==> config.mk <==
export PLATFORM = sky130hd
export DESIGN_NAME = ddr_req_arbiter_flat
export DESIGN_NICKNAME = d
export VERILOG_FILES = /design/src/rtl/ddr_req_arbiter_if.sv /design/src/rtl/ddr_req_arbiter.sv /design/src/flat_wrapper.sv
export SDC_FILE = /design/constraint.sdc
export NUM_CORES = 1
export LEC_CHECK = 0
export BUFFER_PORTS_ARGS = -buffer_cell sky130_fd_sc_hd__buf_2
export CORE_MARGIN = 4
export CORE_UTILIZATION = 45
export DETAILED_ROUTE_END_ITERATION = 10
export GPL_TIMING_DRIVEN = 1
export PLACE_DENSITY = 0.75
export SYNTH_ARGS = -nofsm -noshare
export SYNTH_HDL_FRONTEND = slang
export SYNTH_SLANG_ARGS = --single-unit
==> constraint.sdc <==
create_clock -name mem_clk -period 3.5 [get_ports mem_clk]
set_input_delay 0.525 -clock mem_clk [delete_from_list [all_inputs] [get_ports mem_clk]]
set_output_delay 0.525 -clock mem_clk [all_outputs]
set_load 0.01 [all_outputs]
==> src/rtl/ddr_req_arbiter_if.sv <==
// Request/command bundle between the DDR requesters, the round-robin arbiter and
// the DDR burst controller.
//   slave  : arbiter view. It takes in the requests, addresses, lengths and burst
//            finishes, and drives the burst command, grant, done, busy and error.
//   master : environment view. Requesters and the burst controller drive the
//            inputs and observe the arbiter outputs.
interface ddr_req_arbiter_if #(
    parameter int unsigned DDR_ADDR_WIDTH = 28
);
    logic                      ddr_init_done;
    logic [3:0]                req_vec;
    logic [DDR_ADDR_WIDTH-1:0] isa_addr;
    logic [9:0]                isa_len;
    logic [DDR_ADDR_WIDTH-1:0] data_rd_addr;
    logic [DDR_ADDR_WIDTH-1:0] jmp_addr;
    logic [DDR_ADDR_WIDTH-1:0] data_wr_addr;
    logic                      rd_burst_finish;
    logic                      wr_burst_finish;
    logic                      rd_burst_req;
    logic                      wr_burst_req;
    logic [DDR_ADDR_WIDTH-1:0] burst_addr;
    logic [9:0]                burst_len;
    logic [3:0]                grant_onehot;
    logic [3:0]                done_onehot;
    logic                      busy;
    logic                      timeout_err;

    modport slave (
        input  ddr_init_done, req_vec, isa_addr, isa_len, data_rd_addr, jmp_addr,
               data_wr_addr, rd_burst_finish, wr_burst_finish,
        output rd_burst_req, wr_burst_req, burst_addr, burst_len, grant_onehot,
               done_onehot, busy, timeout_err
    );

    modport master (
        output ddr_init_done, req_vec, isa_addr, isa_len, data_rd_addr, jmp_addr,
               data_wr_addr, rd_burst_finish, wr_burst_finish,
        input  rd_burst_req, wr_burst_req, burst_addr, burst_len, grant_onehot,
               done_onehot, busy, timeout_err
    );
endinterface

==> src/rtl/ddr_req_arbiter.sv <==
// Round-robin arbiter and sequencer in front of the DDR burst controller.
// Four level-held requesters are served: 0 ISA read, 1 data read, 2 jump-address
// read and 3 data store. One burst command is issued at a time and held until
// the matching finish arrives. The winner then gets a one-cycle done pulse. A
// watchdog aborts a burst that never finishes and sets a sticky error flag.
// Ports:
//   mem_clk : clock
//   rst     : asynchronous active-high reset
//   bus     : ddr_req_arbiter_if.slave, which carries the requests and the command
//             and status signals
module ddr_req_arbiter #(
    parameter int unsigned DDR_ADDR_WIDTH = 28,
    parameter int unsigned DATA_RD_LEN    = 17,
    parameter int unsigned DATA_WR_LEN    = 16,
    parameter int unsigned WR_ADDR_OFFSET = 8,
    parameter int unsigned TIMEOUT_CYCLES = 4096
) (
    input logic              mem_clk,
    input logic              rst,
    ddr_req_arbiter_if.slave bus
);

    localparam int unsigned CntW = $clog2(TIMEOUT_CYCLES);

    typedef enum logic [1:0] {StIdle, StBusy, StDone} state_e;

    state_e                    state_q;
    logic [1:0]                last_idx_q;
    logic [1:0]                win_q;
    logic [CntW-1:0]           cnt_q;
    logic                      rd_req_q;
    logic                      wr_req_q;
    logic [DDR_ADDR_WIDTH-1:0] addr_q;
    logic [9:0]                len_q;
    logic [3:0]                grant_q;
    logic [3:0]                done_q;
    logic                      busy_q;
    logic                      timeout_err_q;

    logic                      found;
    logic [1:0]                win_idx;
    logic [1:0]                cand;
    logic [DDR_ADDR_WIDTH-1:0] cmd_addr;
    logic [9:0]                cmd_len;
    logic                      cmd_wr;
    logic                      fin_match;
    logic                      timeout_hit;

    // Search starts one past the last winner, so the last winner has the lowest priority.
    always_comb begin
        found   = 1'b0;
        win_idx = 2'd0;
        cand    = 2'd0;
        for (int k = 1; k <= 4; k++) begin
            cand = last_idx_q + 2'(k);
            if (!found && bus.req_vec[cand]) begin
                found   = 1'b1;
                win_idx = cand;
            end
        end
    end

    always_comb begin
        cmd_addr = '0;
        cmd_len  = '0;
        cmd_wr   = 1'b0;
        case (win_idx)
            2'd0: begin
                cmd_addr = bus.isa_addr;
                cmd_len  = bus.isa_len;
            end
            2'd1: begin
                cmd_addr = bus.data_rd_addr;
                cmd_len  = 10'(DATA_RD_LEN);
            end
            2'd2: begin
                cmd_addr = bus.jmp_addr;
                cmd_len  = 10'd1;
            end
            default: begin
                // The sum wraps at the address width.
                cmd_addr = bus.data_wr_addr + DDR_ADDR_WIDTH'(WR_ADDR_OFFSET);
                cmd_len  = 10'(DATA_WR_LEN);
                cmd_wr   = 1'b1;
            end
        endcase
    end

    // Only the finish that matches the command type ends the burst.
    assign fin_match   = (win_q == 2'd3) ? bus.wr_burst_finish : bus.rd_burst_finish;
    assign timeout_hit = (cnt_q == CntW'(TIMEOUT_CYCLES - 1));

    always_ff @(posedge mem_clk or posedge rst) begin
        if (rst) begin
            state_q       <= StIdle;
            last_idx_q    <= 2'd3;
            win_q         <= 2'd0;
            cnt_q         <= '0;
            rd_req_q      <= 1'b0;
            wr_req_q      <= 1'b0;
            addr_q        <= '0;
            len_q         <= '0;
            grant_q       <= '0;
            done_q        <= '0;
            busy_q        <= 1'b0;
            timeout_err_q <= 1'b0;
        end else begin
            case (state_q)
                StIdle: begin
                    if (bus.ddr_init_done && found) begin
                        state_q  <= StBusy;
                        win_q    <= win_idx;
                        grant_q  <= 4'(1) << win_idx;
                        addr_q   <= cmd_addr;
                        len_q    <= cmd_len;
                        rd_req_q <= !cmd_wr;
                        wr_req_q <= cmd_wr;
                        busy_q   <= 1'b1;
                        cnt_q    <= '0;
                    end
                end
                StBusy: begin
                    // A finish on the same edge as the timeout counts as a normal completion.
                    if (fin_match || timeout_hit) begin
                        state_q    <= StDone;
                        rd_req_q   <= 1'b0;
                        wr_req_q   <= 1'b0;
                        grant_q    <= '0;
                        done_q     <= grant_q;
                        last_idx_q <= win_q;
                        if (!fin_match) begin
                            timeout_err_q <= 1'b1;
                        end
                    end else begin
                        cnt_q <= cnt_q + CntW'(1);
                    end
                end
                StDone: begin
                    // This bubble gives the requester time to drop its request.
                    done_q  <= '0;
                    busy_q  <= 1'b0;
                    state_q <= StIdle;
                end
                default: begin
                    state_q <= StIdle;
                end
            endcase
        end
    end

    assign bus.rd_burst_req = rd_req_q;
    assign bus.wr_burst_req = wr_req_q;
    assign bus.burst_addr   = addr_q;
    assign bus.burst_len    = len_q;
    assign bus.grant_onehot = grant_q;
    assign bus.done_onehot  = done_q;
    assign bus.busy         = busy_q;
    assign bus.timeout_err  = timeout_err_q;

endmodule
==> src/flat_wrapper.sv <==
// flat-port wrapper written by rule: the top's interface ports become plain ports
module ddr_req_arbiter_flat 
#(
    parameter int unsigned DDR_ADDR_WIDTH = 28,
    parameter int unsigned DATA_RD_LEN    = 17,
    parameter int unsigned DATA_WR_LEN    = 16,
    parameter int unsigned WR_ADDR_OFFSET = 8,
    parameter int unsigned TIMEOUT_CYCLES = 4096
)
  (mem_clk, rst, bus_ddr_init_done, bus_req_vec, bus_isa_addr, bus_isa_len, bus_data_rd_addr, bus_jmp_addr, bus_data_wr_addr, bus_rd_burst_finish, bus_wr_burst_finish, bus_rd_burst_req, bus_wr_burst_req, bus_burst_addr, bus_burst_len, bus_grant_onehot, bus_done_onehot, bus_busy, bus_timeout_err);
  ddr_req_arbiter_if #(.DDR_ADDR_WIDTH(DDR_ADDR_WIDTH)) bus_i ();
  input logic mem_clk;
  input logic rst;
  input wire logic [$bits(bus_i.ddr_init_done)-1:0] bus_ddr_init_done;
  input wire logic [$bits(bus_i.req_vec)-1:0] bus_req_vec;
  input wire logic [$bits(bus_i.isa_addr)-1:0] bus_isa_addr;
  input wire logic [$bits(bus_i.isa_len)-1:0] bus_isa_len;
  input wire logic [$bits(bus_i.data_rd_addr)-1:0] bus_data_rd_addr;
  input wire logic [$bits(bus_i.jmp_addr)-1:0] bus_jmp_addr;
  input wire logic [$bits(bus_i.data_wr_addr)-1:0] bus_data_wr_addr;
  input wire logic [$bits(bus_i.rd_burst_finish)-1:0] bus_rd_burst_finish;
  input wire logic [$bits(bus_i.wr_burst_finish)-1:0] bus_wr_burst_finish;
  output wire logic [$bits(bus_i.rd_burst_req)-1:0] bus_rd_burst_req;
  output wire logic [$bits(bus_i.wr_burst_req)-1:0] bus_wr_burst_req;
  output wire logic [$bits(bus_i.burst_addr)-1:0] bus_burst_addr;
  output wire logic [$bits(bus_i.burst_len)-1:0] bus_burst_len;
  output wire logic [$bits(bus_i.grant_onehot)-1:0] bus_grant_onehot;
  output wire logic [$bits(bus_i.done_onehot)-1:0] bus_done_onehot;
  output wire logic [$bits(bus_i.busy)-1:0] bus_busy;
  output wire logic [$bits(bus_i.timeout_err)-1:0] bus_timeout_err;
  assign bus_i.ddr_init_done = bus_ddr_init_done;
  assign bus_i.req_vec = bus_req_vec;
  assign bus_i.isa_addr = bus_isa_addr;
  assign bus_i.isa_len = bus_isa_len;
  assign bus_i.data_rd_addr = bus_data_rd_addr;
  assign bus_i.jmp_addr = bus_jmp_addr;
  assign bus_i.data_wr_addr = bus_data_wr_addr;
  assign bus_i.rd_burst_finish = bus_rd_burst_finish;
  assign bus_i.wr_burst_finish = bus_wr_burst_finish;
  assign bus_rd_burst_req = bus_i.rd_burst_req;
  assign bus_wr_burst_req = bus_i.wr_burst_req;
  assign bus_burst_addr = bus_i.burst_addr;
  assign bus_burst_len = bus_i.burst_len;
  assign bus_grant_onehot = bus_i.grant_onehot;
  assign bus_done_onehot = bus_i.done_onehot;
  assign bus_busy = bus_i.busy;
  assign bus_timeout_err = bus_i.timeout_err;
  ddr_req_arbiter #(.DDR_ADDR_WIDTH(DDR_ADDR_WIDTH), .DATA_RD_LEN(DATA_RD_LEN), .DATA_WR_LEN(DATA_WR_LEN), .WR_ADDR_OFFSET(WR_ADDR_OFFSET), .TIMEOUT_CYCLES(TIMEOUT_CYCLES)) u_core (.mem_clk(mem_clk), .rst(rst), .bus(bus_i));
endmodule
Yosys cells after proc, flatten, opt, wreduce, memory -nomap -nowiden
Cells that the tools add are included.

word-level totals
  flip-flop bits (word level) = 68
  input port bits = 131
  output and inout port bits = 50
  logic and storage cells = 92

cells by class
  add/subtract/negate cells = 5
  order comparisons = 4
  equal/unequal tests = 9
  shifts and indexed selects = 1
  muxes and demuxes = 38
  bitwise logic cells = 1
  reduce and logical (&&, ||, !) cells = 22

operators with widths
  cell                                                                      count
  28-bit case mux with 3 select lines                                       1
  10-bit case mux with 3 select lines                                       1
  28-bit by 4-bit adder with 28-bit output (second input constant)          1
  12-bit two-way mux                                                        2
  12-bit case mux with 2 select lines                                       1
  4-bit case mux with 2 select lines                                        2
  1-bit two-way mux                                                         14
  12-bit by 1-bit adder with 12-bit output (second input constant)          1
  12-bit equality test (second input constant)                              1
  2-bit by 3-bit < comparator with 1-bit output (second input constant)     4
  2-bit two-way mux                                                         6
  4-bit two-way mux                                                         3
  2-bit AND reduction                                                       5
  3-bit AND reduction                                                       3
  1-bit binary-select mux with 2-bit select                                 4
  2-bit equality test (second input constant)                               3
  1-bit case mux with 2 select lines                                        3
  2-bit nonzero test                                                        3
  2-bit adder (second input constant)                                       2
  2-bit by 1-bit equality test with 1-bit output (second input constant)    2
  1-bit logical AND                                                         4
  2-bit logical NOT                                                         2
  2-bit by 1-bit inequality test with 1-bit output (second input constant)  2
  2-bit case mux with 2 select lines                                        1
  other kinds (7)                                                           9

Depth between registers and ports, before layout
Gate-level depths: netlist of the first run.

  depth after elaboration = 18
  mapped depth = 12
  depth with buffers taken out = 11

Least setup slack after synthesis of the first run
OpenSTA, ideal clock, no wires.

  path kind = input to register
  from = in bus_req_vec[2]
  to = reg u_core.addr_q[16], in the netlist u_core.bus.burst_addr[16]
  arrival time = 2.175 ns
  path slack = 1.247 ns
  stages = 12
  buffers on the path = 2
  cells stage by stage = inv_1 -> o21ai_0 -> a21o_1 -> o221ai_1 -> inv_1 -> ha_1 -> clkbuf_1 -> clkbuf_1 -> a222oi_1 -> nand3_1 -> o21ai_0 -> a21oi_1

between the ends
  word-level cells in the longest chain between the ends = 14
  elaborated cells between the ends (all ways) = 28
  classes of those cells = 2 x eq/ne; 17 x mux; 9 x reduce/logical

ends and longest elaborated chain
  element                                            RTL line                source
  start, declared                                    flat_wrapper.sv:15      input wire logic [$bits(bus_i.req_vec)-1:0] bus_req_vec;
  1-bit binary-select mux with 2-bit select          ddr_req_arbiter.sv:56   if (!found && bus.req_vec[cand]) begin
  1-bit two-way mux (implied by the code)            ddr_req_arbiter.sv:56
  1-bit two-way mux                                  ddr_req_arbiter.sv:56
  1-bit logical NOT                                  ddr_req_arbiter.sv:56
  1-bit logical AND                                  ddr_req_arbiter.sv:56
  1-bit two-way mux                                  ddr_req_arbiter.sv:56
  1-bit logical NOT                                  ddr_req_arbiter.sv:56
  1-bit logical AND                                  ddr_req_arbiter.sv:56
  1-bit two-way mux                                  ddr_req_arbiter.sv:56
  1-bit logical NOT                                  ddr_req_arbiter.sv:56
  1-bit logical AND                                  ddr_req_arbiter.sv:56
  2-bit two-way mux *                                ddr_req_arbiter.sv:56
  via u_core.win_idx[0]                              ddr_req_arbiter.sv:41   logic [1:0] win_idx;
  2-bit equality test, or another cell as far along  ddr_req_arbiter.sv:67   case (win_idx)
  28-bit case mux with 3 select lines *              ddr_req_arbiter.sv:67
  end signal, assigned                               ddr_req_arbiter.sv:114  addr_q <= cmd_addr;
  end, declared                                      ddr_req_arbiter.sv:33   logic [DDR_ADDR_WIDTH-1:0] addr_q;

The timed path passes the listed nets; every way through them passes the cells marked *. The select of a mux whose other input is x is not followed.
A chain may end at the register's enable or synchronous reset.

Worst setup path after layout of the first run
  from = reg u_core.last_idx_q[1]
  to = reg u_core.addr_q[6], in the netlist u_core.bus.burst_addr[6]

between the ends
  word-level cells in the longest chain between the ends = 15
  elaborated cells between the ends (all ways) = 31
  classes of those cells = 3 x add/sub; 2 x eq/ne; 17 x mux; 9 x reduce/logical

ends and longest elaborated chain
  element                                            RTL line                source
  start, declared                                    ddr_req_arbiter.sv:28   logic [1:0] last_idx_q;
  start signal, assigned                             ddr_req_arbiter.sv:130  last_idx_q <= win_q;
  2-bit by 1-bit adder with 2-bit output             ddr_req_arbiter.sv:55   cand = last_idx_q + 2'(k);
  1-bit binary-select mux with 2-bit select          ddr_req_arbiter.sv:56
  1-bit two-way mux (implied by the code)            ddr_req_arbiter.sv:56
  1-bit two-way mux                                  ddr_req_arbiter.sv:56
  1-bit logical NOT                                  ddr_req_arbiter.sv:56
  1-bit logical AND                                  ddr_req_arbiter.sv:56
  1-bit two-way mux                                  ddr_req_arbiter.sv:56
  1-bit logical NOT                                  ddr_req_arbiter.sv:56
  1-bit logical AND                                  ddr_req_arbiter.sv:56
  1-bit two-way mux                                  ddr_req_arbiter.sv:56
  1-bit logical NOT                                  ddr_req_arbiter.sv:56
  1-bit logical AND                                  ddr_req_arbiter.sv:56
  2-bit two-way mux *                                ddr_req_arbiter.sv:56
  via u_core.win_idx[1]                              ddr_req_arbiter.sv:41
  2-bit equality test, or another cell as far along  ddr_req_arbiter.sv:67
  28-bit case mux with 3 select lines *              ddr_req_arbiter.sv:67

Marked as above.

==> impl_results.md, run 1 <==
- Total GRT Usage: 0.244
- Final Total Pwr: 0.00369 W
- Inserted Diodes: 0
- Hold_buf cts: 0
- Peak supply drop: 0.000279 V
- CP Buf/Inv Count: 2
- Yosys warns: 0
- Die W: 102 µm
- IO Count: 181
- Pleak: 2.48 nW
- WP depth: 9
- Util after Layout: 0.599
- RD Place Congestion: 0.926
- Mapped Area: 3970 µm²
- Most used DFF post-synth: dfrtp_1
- Post-Place Cells: 722
- Sequential fraction of the synthesis area: 0.429
- Synth Instances: 456
- Hold Path Class: in -> async
- Power Dens Cells: 713 nW/µm²
- Drt wl/cell: 16.8 µm
- Initial antenna violation count: 1
- Worst Reg-to-Reg Cells: 9
- Fraction of registers with async set or reset after synthesis: 1.00
- Worst-margin pin slew: 1190 ps
- Fin. max-slew vios: 0
- Max Cap Viol: 0
- Maximum number of pins on one net before global-route repair: 35
- Nets: 763
- Detailed Route WL: 12400 µm
- Met1 wire length: 4910 µm
- Num CTS Buffers: 9
- Post-synth top area share: 0.416
- Startpoint types: flop
- Die area: 10400 µm²
- Top cell by count, worst path: a21oi_1
- Share of cells above drive strength 1: 0.351
- Critical path's largest stage delay: 960 ps
- Clk slew on worst S/H paths: 80 ps
- RSZ-0062 raised after global routing: no
- ANT nets after route: 0
- CTS root buf: clkbuf_8
- Final worst-path cycle share: 0.834
- Final Hold Fails: 0
- Area delta synth->final: 30.3%
- Grt total ovfl: 0
- DR top layer: met5
- Clk_lat worst skew: 350 ps
- Final Instance Area: 5170 µm²
- Fill cells: 776
- Synth area leader: dfrtp_1
- Met3 Wirelength: 978 µm
- Setup Buffers After CTS: 0
- Dpl cell area: 4950 µm²
- Fin Setup TNS: 0 ps
- Post-synth EDFFs: 0
- Buffers added on ports: 180
- Crit path max fanout: 30
- Global-route wire length before repair: 20000 µm
- Number of synthesized register bits: 68
- Core Area: 8640 µm²
- Site Rows: 34
- Commonest cells after routing, fill and taps aside: buf_2 (180), nand2_1 (74), dfrtp_1 (66), o21ai_0 (45), nand3_1 (35)
- Setup Skew: 11.5 ps
- Final setup violation count: 0
- Most common cell after layout, fill and taps aside: buf_2
- Dpl hpwl: 9350 µm
- Routed vias: 4236
- CP Class: reg -> reg
- Worst-path cell chain: a21oi_1, a31oi_1, a21oi_1, buf_4, inv_1, ha_1, a222oi_1, mux2_2, o21ai_0
- Routed vias/inst: 5.74
- Slowest CP cell: ha_1
- Ranking of synthesized cells by area: dfrtp_1 (42%), nand2_1 (7.0%), o21ai_0 (5.7%)
- DRT iter0 DRCs: 279
- Netlist cell types: 48
- Synth Net Count: 594
- Post-Layout Cell Count: 738
- Max Freq: 343 MHz
- CTS sink count: 68
- Status: complete, no violations
- Wire length on met2: 6290 µm
- CP required: 3760 ps
- CTS max path bufs: 2
- Slew headroom: 0.204
- TritonCTS clock tree: built
- Worst setup EP type: flop
- Final critical-path required period: 2920 ps
- Vias in the first global route: 4235
- Worst EP arrival: 3170 ps
- DRC Markers: 0
- # resized after CTS: 0
- Synthesized area per cell: 8.71 µm²
- First-pass detailed-route iteration total: 9
- Htree depth: 3
- Crit-path leading delay family: adder cells
- Chip height: 102 µm
- Starting Density: 0.460
- Reg-to-reg slack, setup: 580 ps
==> cell usage after synthesis, drive strengths merged (2+ instances only) <==
library cell  count
nor2             18
dfrtp            66
a21oi            35
or4               9
a31oi             4
a22oi             8
and2              3
xnor2             6
nand2            74
mux2              5
nand4             7
nor2b             2
nand2b            3
dfstp             2
o21ai            45
ha                7
buf              15
nor3             11
clkbuf           18
and4              3
xor2              8
nand3            37
a211oi            2
or3               2
a22o              7
a222oi           20
o211ai            2
inv               7
o31ai            11
a21o              5
and3              4
==> worst paths after layout <==
path | startpoint | endpoint
worst min-delay path | rst | u_core.cnt_q[11]
worst max-delay path | u_core.last_idx_q[1] | u_core.bus.burst_addr[6]
worst min register to register | u_core.bus.timeout_err | u_core.bus.timeout_err
worst max register to register | u_core.last_idx_q[1] | u_core.bus.burst_addr[6]
min in group mem_clk | bus_isa_len[8] | u_core.bus.burst_len[8]
max in group asynchronous | rst | u_core.last_idx_q[0]
==> stage by stage <==
stage               worst slack, ps  hold WS (ps)
global route                    353           191
floorplan                      1250           444
finish                          582           165
global placement                686           438
detailed placement              561           447
CTS                             610           173
==> cell type report <==
class	instances	area [µm²]	share of cell area
Clock buffer	9	124	0.0239
Sequential cell	68	1700	0.329
Tap cell	108	135	0.0261
Multi-Input combinational cell	347	2090	0.404
Clock inverter	7	105	0.0203
Timing Repair Buffer	191	983	0.190
Inverter	8	30.0	0.00580
==> where the power goes <==
part           switching (W)  internal, W
logic                0.00101     0.000666
clock network       0.000335     0.000414
registers           0.000185      0.00108
total                0.00153      0.00216
==> cells by family after synthesis <==
kind of cell               share of synthesized area
and+or+nand+nor                                0.209
AOI/OAI and AO/OA                              0.247
DFF                                            0.429
buffers and inverters                         0.0451
xor gates and xnor gates                      0.0309
adders and majority gates                     0.0221
muxes                                         0.0167
==> sequential cells by signal (all words and copies together), names as in the netlist <==
| name | cells |
|---|---|
| u_core.bus.rd_burst_req | 1 |
| u_core.bus.grant_onehot | 4 |
| u_core.win_q | 2 |
| u_core.bus.wr_burst_req | 1 |
| u_core.bus.done_onehot | 4 |
| u_core.bus.burst_len | 10 |
| u_core.bus.timeout_err | 1 |
| u_core.cnt_q | 12 |
| u_core.bus.burst_addr | 28 |
| u_core.bus.busy | 1 |
| u_core.state_q | 2 |
| u_core.last_idx_q | 2 |
==> per-layer routing <==
| metal | vias up | track usage |
|---|---|---|
| li1 | 2039 | - |
| met1 | 2002 | 0.300 |
| met2 | 170 | 0.418 |
| met3 | 23 | 0.0635 |
| met4 | 2 | 0.0807 |
| met5 | - | 0 |
Note: power is estimated with default switching activity, not from simulation.
==> inputs of run 2 (changes only) <==
Settings changed: ABC_AREA set to 1, PLACE_DENSITY 0.75 to 0.76.
Clock period 3.5 ns to 2.4 ns, I/O delays scaled along.
==> run 2 against run 1 <==
Clock-buffer cell count is 4 higher. Die area increased by 15%. Synthesized area up 17%. Hold slack lost 93 ps. Clock power grew 8.9%. Core utilization is 3.4 points higher. Sequential share of layout area down 5.8 points. Final cell count rose by 44%. Clock skew rose by 1.0 ps. Fmax up 23%. Combinational power increased to 3.9 times the previous value. Critical endpoint is now u_core.bus.burst_addr[15]. Largest cell class unchanged.
==> impl_results.md, run 2 <==
- Final Total Pwr: 0.00926 W (+150%)
- Slowest CP cell: dfstp_2
- Ranking of synthesized cells by area: dfrtp_1 (36%), nand2_1 (30%), nand3_1 (7.0%)
- Post-synth EDFFs: 0 (unchanged)
- Number of synthesized register bits: 68 (unchanged)
- Synth Instances: 734 (+61%)
- Post-synth top area share: 0.356 (-0.0600)
- Starting Density: 0.468 (+0.00844)
- Setup Skew: 12.5 ps (+1.04 ps)
- Critical path's largest stage delay: 600 ps (-360 ps)
- IO Count: 181 (unchanged)
- CP required: 2630 ps (-1130 ps)
- R2R Path End: u_core.bus.burst_addr[15]
- Worst Setup SP: u_core.last_idx_q[0]
- Fin. max-slew vios: 0 (unchanged)
- Maximum number of pins on one net before global-route repair: 69 (+97%)
- DRT iter0 DRCs: 236 (-15%)
- Hold_buf cts: 0 (unchanged)
- CTS max path bufs: 2 (unchanged)
- Reg-to-reg slack, setup: 30 ps (-560 ps)
- Clk_lat worst skew: 340 ps (about the same)
- RD Place Congestion: 0.950 (+2.5%)
- Sequential fraction of the synthesis area: 0.367 (-0.0619)
- Area delta synth->final: 35.2%
- Max reg flops: 28 (unchanged)
- Htree depth: 3 (unchanged)
- Worst-path cell chain: inv_4, nand2_1, nand2_2, nand2_2, nand2_4, inv_2, nand2_2, nor2_2, nand2_2, nand2_4, inv_4, ha_4, clkbuf_16, nand2_1, nand3_1, mux2i_1, o21ai_1
- Synth top cells by count: nand2_1 (368), dfrtp_1 (66), nand3_1 (65)
- Fraction of registers with async set or reset after synthesis: 1.00 (unchanged)
- Most common cell after layout, fill and taps aside: nand2_1
- Hold Path Class: in -> async
- Buffers added on ports: 180 (unchanged)
- Worst Hold Slack: 72.0 ps (-92.9 ps)
- Top cell by count, worst path: nand2_2
- CP Class: reg -> reg
- Synth Net Count: 872 (+47%)
- Dpl hpwl: 11000 µm (+18%)
- TritonCTS clock tree: built
- Worst-margin pin slew: 491 ps (-703 ps)
- Final Hold Fails: 0 (unchanged)
- Total GRT Usage: 0.242 (-0.00166)
- Netlist cell types: 35 (-27%)
- Synth area leader: dfrtp_1
- Vias in the first global route: 4717 (+11%)
- WP depth: 17 (+8)
- Mapped Area: 4640 µm² (+17%)
- Grt total ovfl: 0 (unchanged)
- Detailed Route WL: 14800 µm (+19%)
- Slew headroom: 0.672 (+0.467)
- Worst EP arrival: 2600 ps (-570 ps)
- Routed vias/inst: 5.05 (-12%)
- Worst Reg-to-Reg Cells: 17 (+8)
- ANT nets after route: 0 (unchanged)
- Max Cap Viol: 0 (unchanged)
- Final critical-path required period: 2370 ps (-545 ps)
- Max Freq: 421 MHz (+23%)
- Peak supply drop: 0.000701 V (+150%)
- Util after Layout: 0.633 (+0.0341)
- Yosys warns: 0 (unchanged)
- Commonest cells after routing, fill and taps aside: nand2_1 (349), buf_2 (180), dfrtp_1 (66), nand3_1 (60), nor2_1 (56)
- Power Dens Cells: 1480 nW/µm² (+110%)
- Global-route wire length before repair: 22900 µm (+15%)
- CTS root buf: clkbuf_8
- Die area: 12000 µm² (+15%)
- Dpl cell area: 5760 µm² (+16%)
- Most common cell in the netlist: nand2_1
- Final worst-path cycle share: 0.989 (+0.155)
- Pleak: 3.41 nW (+37%)
- Post-Layout Cell Count: 1064 (+44%)
- Core Area: 9910 µm² (+15%)
- Initial antenna violation count: 1 (unchanged)
- Share of cells above drive strength 1: 0.297 (-0.0540)
- Die W: 110 µm (+7.5%)
- Clk slew on worst S/H paths: 80 ps (about the same)
- Critical path destination: u_core.bus.burst_addr[15]
- Startpoint types: flop
- Status: complete, no violations
- Post-Place Cells: 1035 (+43%)
- Routed vias: 5374 (+27%)
- Final setup violation count: 0 (unchanged)
- Site Rows: 36 (+5.9%)
- Nets: 1063 (+39%)
- First-pass detailed-route iteration total: 4 (-5)
- Drt wl/cell: 13.9 µm (-18%)
- Chip height: 110 µm (+7.5%)
- Worst reg2reg startpoint: u_core.last_idx_q[0]
- CTS sink count: 68 (unchanged)
- Crit path max fanout: 7 (-77%)
- CP Buf/Inv Count: 4 (+2)
- RSZ-0062 raised after global routing: yes
- Num CTS Buffers: 9 (unchanged)
- Crit-path leading delay family: simple AND/OR/NAND/NOR gates
- Most used DFF post-synth: dfrtp_1
- Synthesized area per cell: 6.32 µm² (-27%)
- DRC Markers: 0 (unchanged)
- Final Instance Area: 6280 µm² (+21%)
- Worst setup EP type: flop
-- run 2: cell count changes in the layout (fill, tap and decap cells not counted), sizes merged, moves of 7 or more --
cell	delta
a21oi	-26
a222oi	-20
a22o	-7
a22oi	-8
buf	+15
clkbuf	+7
inv	+34
nand2	+298
nand3	+29
nor2	+40
o31ai	-11
or4	-9
-- run 2: layout make-up --
cell class	count	area, µm²
clock inverters	3	15.0
clock buffers	13	149
repair buffers	209	1280
well taps	133	166
flip-flops and latches	68	1700
fillers	957	3630
multi-input cells	591	2770
diodes	1	2.50
inverters	46	185
-- run 2: how the worst min path moves through the flow --
stage	cells past startpoint	end	start	slack, ps
2_1_floorplan	2	u_core.win_q[0]	u_core.win_q[0]	470
3_3_place_gp	1	u_core.bus.timeout_err	u_core.bus.timeout_err	450
3_5_place_dp	2	u_core.bus.burst_addr[23]	u_core.bus.burst_addr[23]	460
4_1_cts	3	u_core.cnt_q[5]	rst	90
5_1_grt	3	u_core.cnt_q[6]	rst	90
6_report	3	u_core.cnt_q[5]	rst	70
-- run 2: power breakdown --
part | internal (W) | switching, W | leakage (nW)
combinational | 0.00285 | 0.00372 | 2.45
sequential | 0.00159 | 0.000280 | 0.878
clock | 0.000399 | 0.000416 | 0.0872
-- run 2: per-layer routing --
layer | GRT usage | wire length, µm | up-vias | share of wire
met5 | 0 | 0 | - | 0
met4 | 0.0980 | 408 | 0 | 0.028
met3 | 0.0352 | 899 | 34 | 0.061
met2 | 0.389 | 7080 | 178 | 0.48
met1 | 0.327 | 6370 | 2471 | 0.43
li1 | - | - | 2691 | -
-- run 2: cells by family (layout without fill, tap and decap cells) --
family	count (synthesis)	after routing	synth area share
compound gates	59	59	0.0714
xor+xnor	12	12	0.0226
fa+ha+maj	7	7	0.0189
buf+inv	75	271	0.0706
flops	68	68	0.367
mux	2	2	0.00431
other cells	0	1	0
simple gates	511	511	0.445
-- run 2: metrics by stage --
step | worst slack [ps] | setup TNS (ps)
finish | 26.9 | 0
CTS | -12.3 | -34.9
global placement | 22.4 | 0
detailed placement | -45.2 | -246
floorplan | 10.7 | 0
global route | -151 | -2650
-- run 2: repair_timing --
item                                   4_1_cts  5_1_grt
gates cloned                                 1        4
pin swaps                                    1       17
endpoints found under the hold margin        0        0
buffers inserted                             2        5
resized for setup                            8       64
setup endpoints to repair                   27       42
-- run 2: worst reg2reg max path, cell delays in order, from the launching register on --
cell	delay [ps]
dfstp_2	600
inv_4	80
nand2_1	90
nand2_2	80
nand2_2	100
nand2_4	70
inv_2	60
nand2_2	60
nor2_2	90
nand2_2	70
nand2_4	120
inv_4	60
ha_4	200
clkbuf_16	170
nand2_1	60
nand3_1	60
mux2i_1	210
o21ai_1	90
==> inputs of run 3 (changes only) <==
Settings changed: ABC_AREA 1 to not set, CORE_UTILIZATION 45 to 43, PLACE_DENSITY 0.76 to 0.75.
==> run 3 against run 2 <==
Combinational power down 59%. Non-clock buffer count down 9. Highest routed layer unchanged. Final area down 15%. Final cell count is 30% lower. Global-route usage is 1.2 points lower. Setup slack improved by 72 ps. Via count is 20% lower.
==> impl_results.md, run 3 (synthesis gave the netlist of run 1 again) <==
- Status: complete, no violations
- Final worst-path cycle share: 0.959 (-0.0299)
- Hold_buf cts: 0 (unchanged)
- Slowest CP cell: dfstp_2
- First-pass detailed-route iteration total: 8 (+4)
- Peak supply drop: 0.000461 V (-34%)
- Startpoint types: flop
- Worst-path cell chain: mux2i_2, o221ai_4, ha_1, buf_12, a222oi_1, nand3_1, o21ai_1, a21oi_1
- Fill cells: 859 (-10%)
- Routed vias/inst: 5.78 (+14%)
- RSZ-0062 raised after global routing: no
- Max Cap Viol: 0 (unchanged)
- Fin. max-slew vios: 0 (unchanged)
- Most common cell after layout, fill and taps aside: buf_2
- Worst setup EP type: flop
- Clk pwr share: 0.190 (+0.102)
- Grt total ovfl: 0 (unchanged)
- Drt wl/cell: 16.9 µm (+22%)
- Power Dens Cells: 1050 nW/µm² (-29%)
- RD Place Congestion: 0.903 (-5.0%)
- Seq pwr share: 0.331 (+0.129)
- Worst Setup SP: u_core.last_idx_q[1]
- Clk_lat worst skew: 340 ps (about the same)
- Final setup violation count: 0 (unchanged)
- ANT nets after route: 0 (unchanged)
- Buffers added on ports: 180 (unchanged)
- Combinational power share: 0.479 (-0.231)
- Final critical-path required period: 2300 ps (-71.8 ps)
- Nets: 772 (-27%)
- DRT iter0 DRCs: 299 (+27%)
- Inserted Diodes: 0 (-1)
- Dpl cell area: 5080 µm² (-12%)
- Core Area: 8850 µm² (-11%)
- Critical path's largest stage delay: 590 ps (about the same)
- CP Class: reg -> reg
- IO Count: 181 (unchanged)
- Worst reg2reg startpoint: u_core.last_idx_q[1]
- Share of cells above drive strength 1: 0.371 (+0.0741)
- Site Rows: 34 (-5.6%)
- Num CTS Buffers: 9 (unchanged)
- Switching share of power: 0.408 (-0.0693)
- Worst-margin pin slew: 510 ps (+19.2 ps)
- Crit path max fanout: 20 (+13)
- Total GRT Usage: 0.230 (-0.0120)
- Final Hold Fails: 0 (unchanged)
- Initial antenna violation count: 0 (-1)
- Area of the multi-input gates: 2130 µm² (-23%)
- Net Switching: 0.00229 W (-48%)
- Reg-to-reg slack, setup: 100 ps (+70 ps)
- Internal power: 0.00333 W (-31%)
- Max Freq: 435 MHz (+3.1%)
- Global-route wire length before repair: 20500 µm (-11%)
- Slew headroom: 0.660 (-0.0116)
- DRC Markers: 0 (unchanged)
- Post-Layout Cell Count: 747 (-30%)
- Htree depth: 3 (unchanged)
- Worst EP arrival: 2520 ps (-80 ps)
- Clk slew on worst S/H paths: 80 ps (about the same)
- Area delta synth->final: 35.1%
- R2R Path End: u_core.bus.burst_addr[16]
- Die area: 10800 µm² (-9.7%)
- TritonCTS clock tree: built
- Critical path destination: u_core.bus.burst_addr[16]
- Pleak: 2.56 nW (-25%)
- Commonest cells after routing, fill and taps aside: buf_2 (180), nand2_1 (74), dfrtp_1 (66), o21ai_0 (44), nand3_1 (35)
- Hold Path Class: in -> async
- Post-Place Cells: 728 (-30%)
- Die W: 104 µm (-5.0%)
- CP Buf/Inv Count: 1 (-3)
- CTS max path bufs: 2 (unchanged)
- Crit-path leading delay family: compound AO/OA/AOI/OAI gates
- CTS sink count: 68 (unchanged)
- Starting Density: 0.449 (-0.0195)
- Final Total Pwr: 0.00562 W (-39%)
- Final Instance Area: 5360 µm² (-15%)
- WP depth: 8 (-9)
- Chip height: 104 µm (-5.0%)
- Setup Skew: 4.51 ps (-8.04 ps)
- Maximum number of pins on one net before global-route repair: 69 (unchanged)
- Dpl hpwl: 9490 µm (-14%)
- Fin Setup TNS: 0 ps (unchanged)
- Routed vias: 4316 (-20%)
- CP required: 2610 ps (-20 ps)
- Max reg flops: 28 (unchanged)
- Seq. cell area: 1700 µm² (unchanged)
- CTS root buf: clkbuf_8
- Vias in the first global route: 4249 (-9.9%)
- Util after Layout: 0.606 (-0.0271)
- Worst Reg-to-Reg Cells: 8 (-9)
- Detailed Route WL: 12600 µm (-15%)
==> run 3: final cells by class <==
cell class              count  share of cell area
repair buffers            200               0.212
well taps                 108              0.0252
multi-input cells         347               0.398
flip-flops and latches     68               0.318
inverters                   8             0.00560
clock buffers               9              0.0231
clock inverters             7              0.0184
==> run 3: worst reg2reg max path, stage by stage (launching register included) <==
cell	delay [ps]
dfstp_2	590
mux2i_2	280
o221ai_4	180
ha_1	280
buf_12	170
a222oi_1	420
nand3_1	120
o21ai_1	90
a21oi_1	50
==> run 3: stage by stage <==
step	hold WS, ps	worst slack [ps]
global route	106	1.16
global placement	434	41.2
detailed placement	450	-70.5
finish	79.3	98.7
CTS	92.9	16.4
floorplan	444	182
==> run 3: per-layer routing <==
metal | vias up | global-route usage | wire length, µm
met3 | 20 | 0.0646 | 1050
met2 | 193 | 0.398 | 6290
met5 | - | 0 | 0
met1 | 2050 | 0.279 | 5020
li1 | 2053 | - | -
met4 | 0 | 0.0674 | 226
==> run 3: timing repair <==
| item | in CTS | in global routing |
|---|---|---|
| setup buffers | 0 | 3 |
| setup endpoints to repair | 21 | 22 |
| pin swaps | 0 | 5 |
| gates resized for setup | 2 | 8 |
==> run 3: power groups by stage <==
| stage | combinational (W) | clock (W) | sequential [W] |
|---|---|---|---|
| final | 0.00269 | 0.00107 | 0.00186 |
| after global routing | 0.00297 | 0.00114 | 0.00192 |
| after CTS | 0.00263 | 0.00109 | 0.00186 |
| after detailed placement | 0.00261 | 0 | 0.00187 |
| after global placement | 0.00255 | 0 | 0.00186 |
| after floorplan | 0.00139 | 0 | 0.00199 |
==> run 3: worst min-delay path by stage <==
| stage | from | end | slack [ps] |
|---|---|---|---|
| final | rst | u_core.bus.burst_addr[7] | 80 |
| after global routing | rst | u_core.bus.burst_addr[10] | 110 |
| after CTS | rst | u_core.bus.burst_addr[27] | 90 |
| after detailed placement | u_core.bus.timeout_err | u_core.bus.timeout_err | 450 |
| after global placement | u_core.bus.timeout_err | u_core.bus.timeout_err | 430 |
| after floorplan | u_core.cnt_q[11] | u_core.cnt_q[11] | 440 |
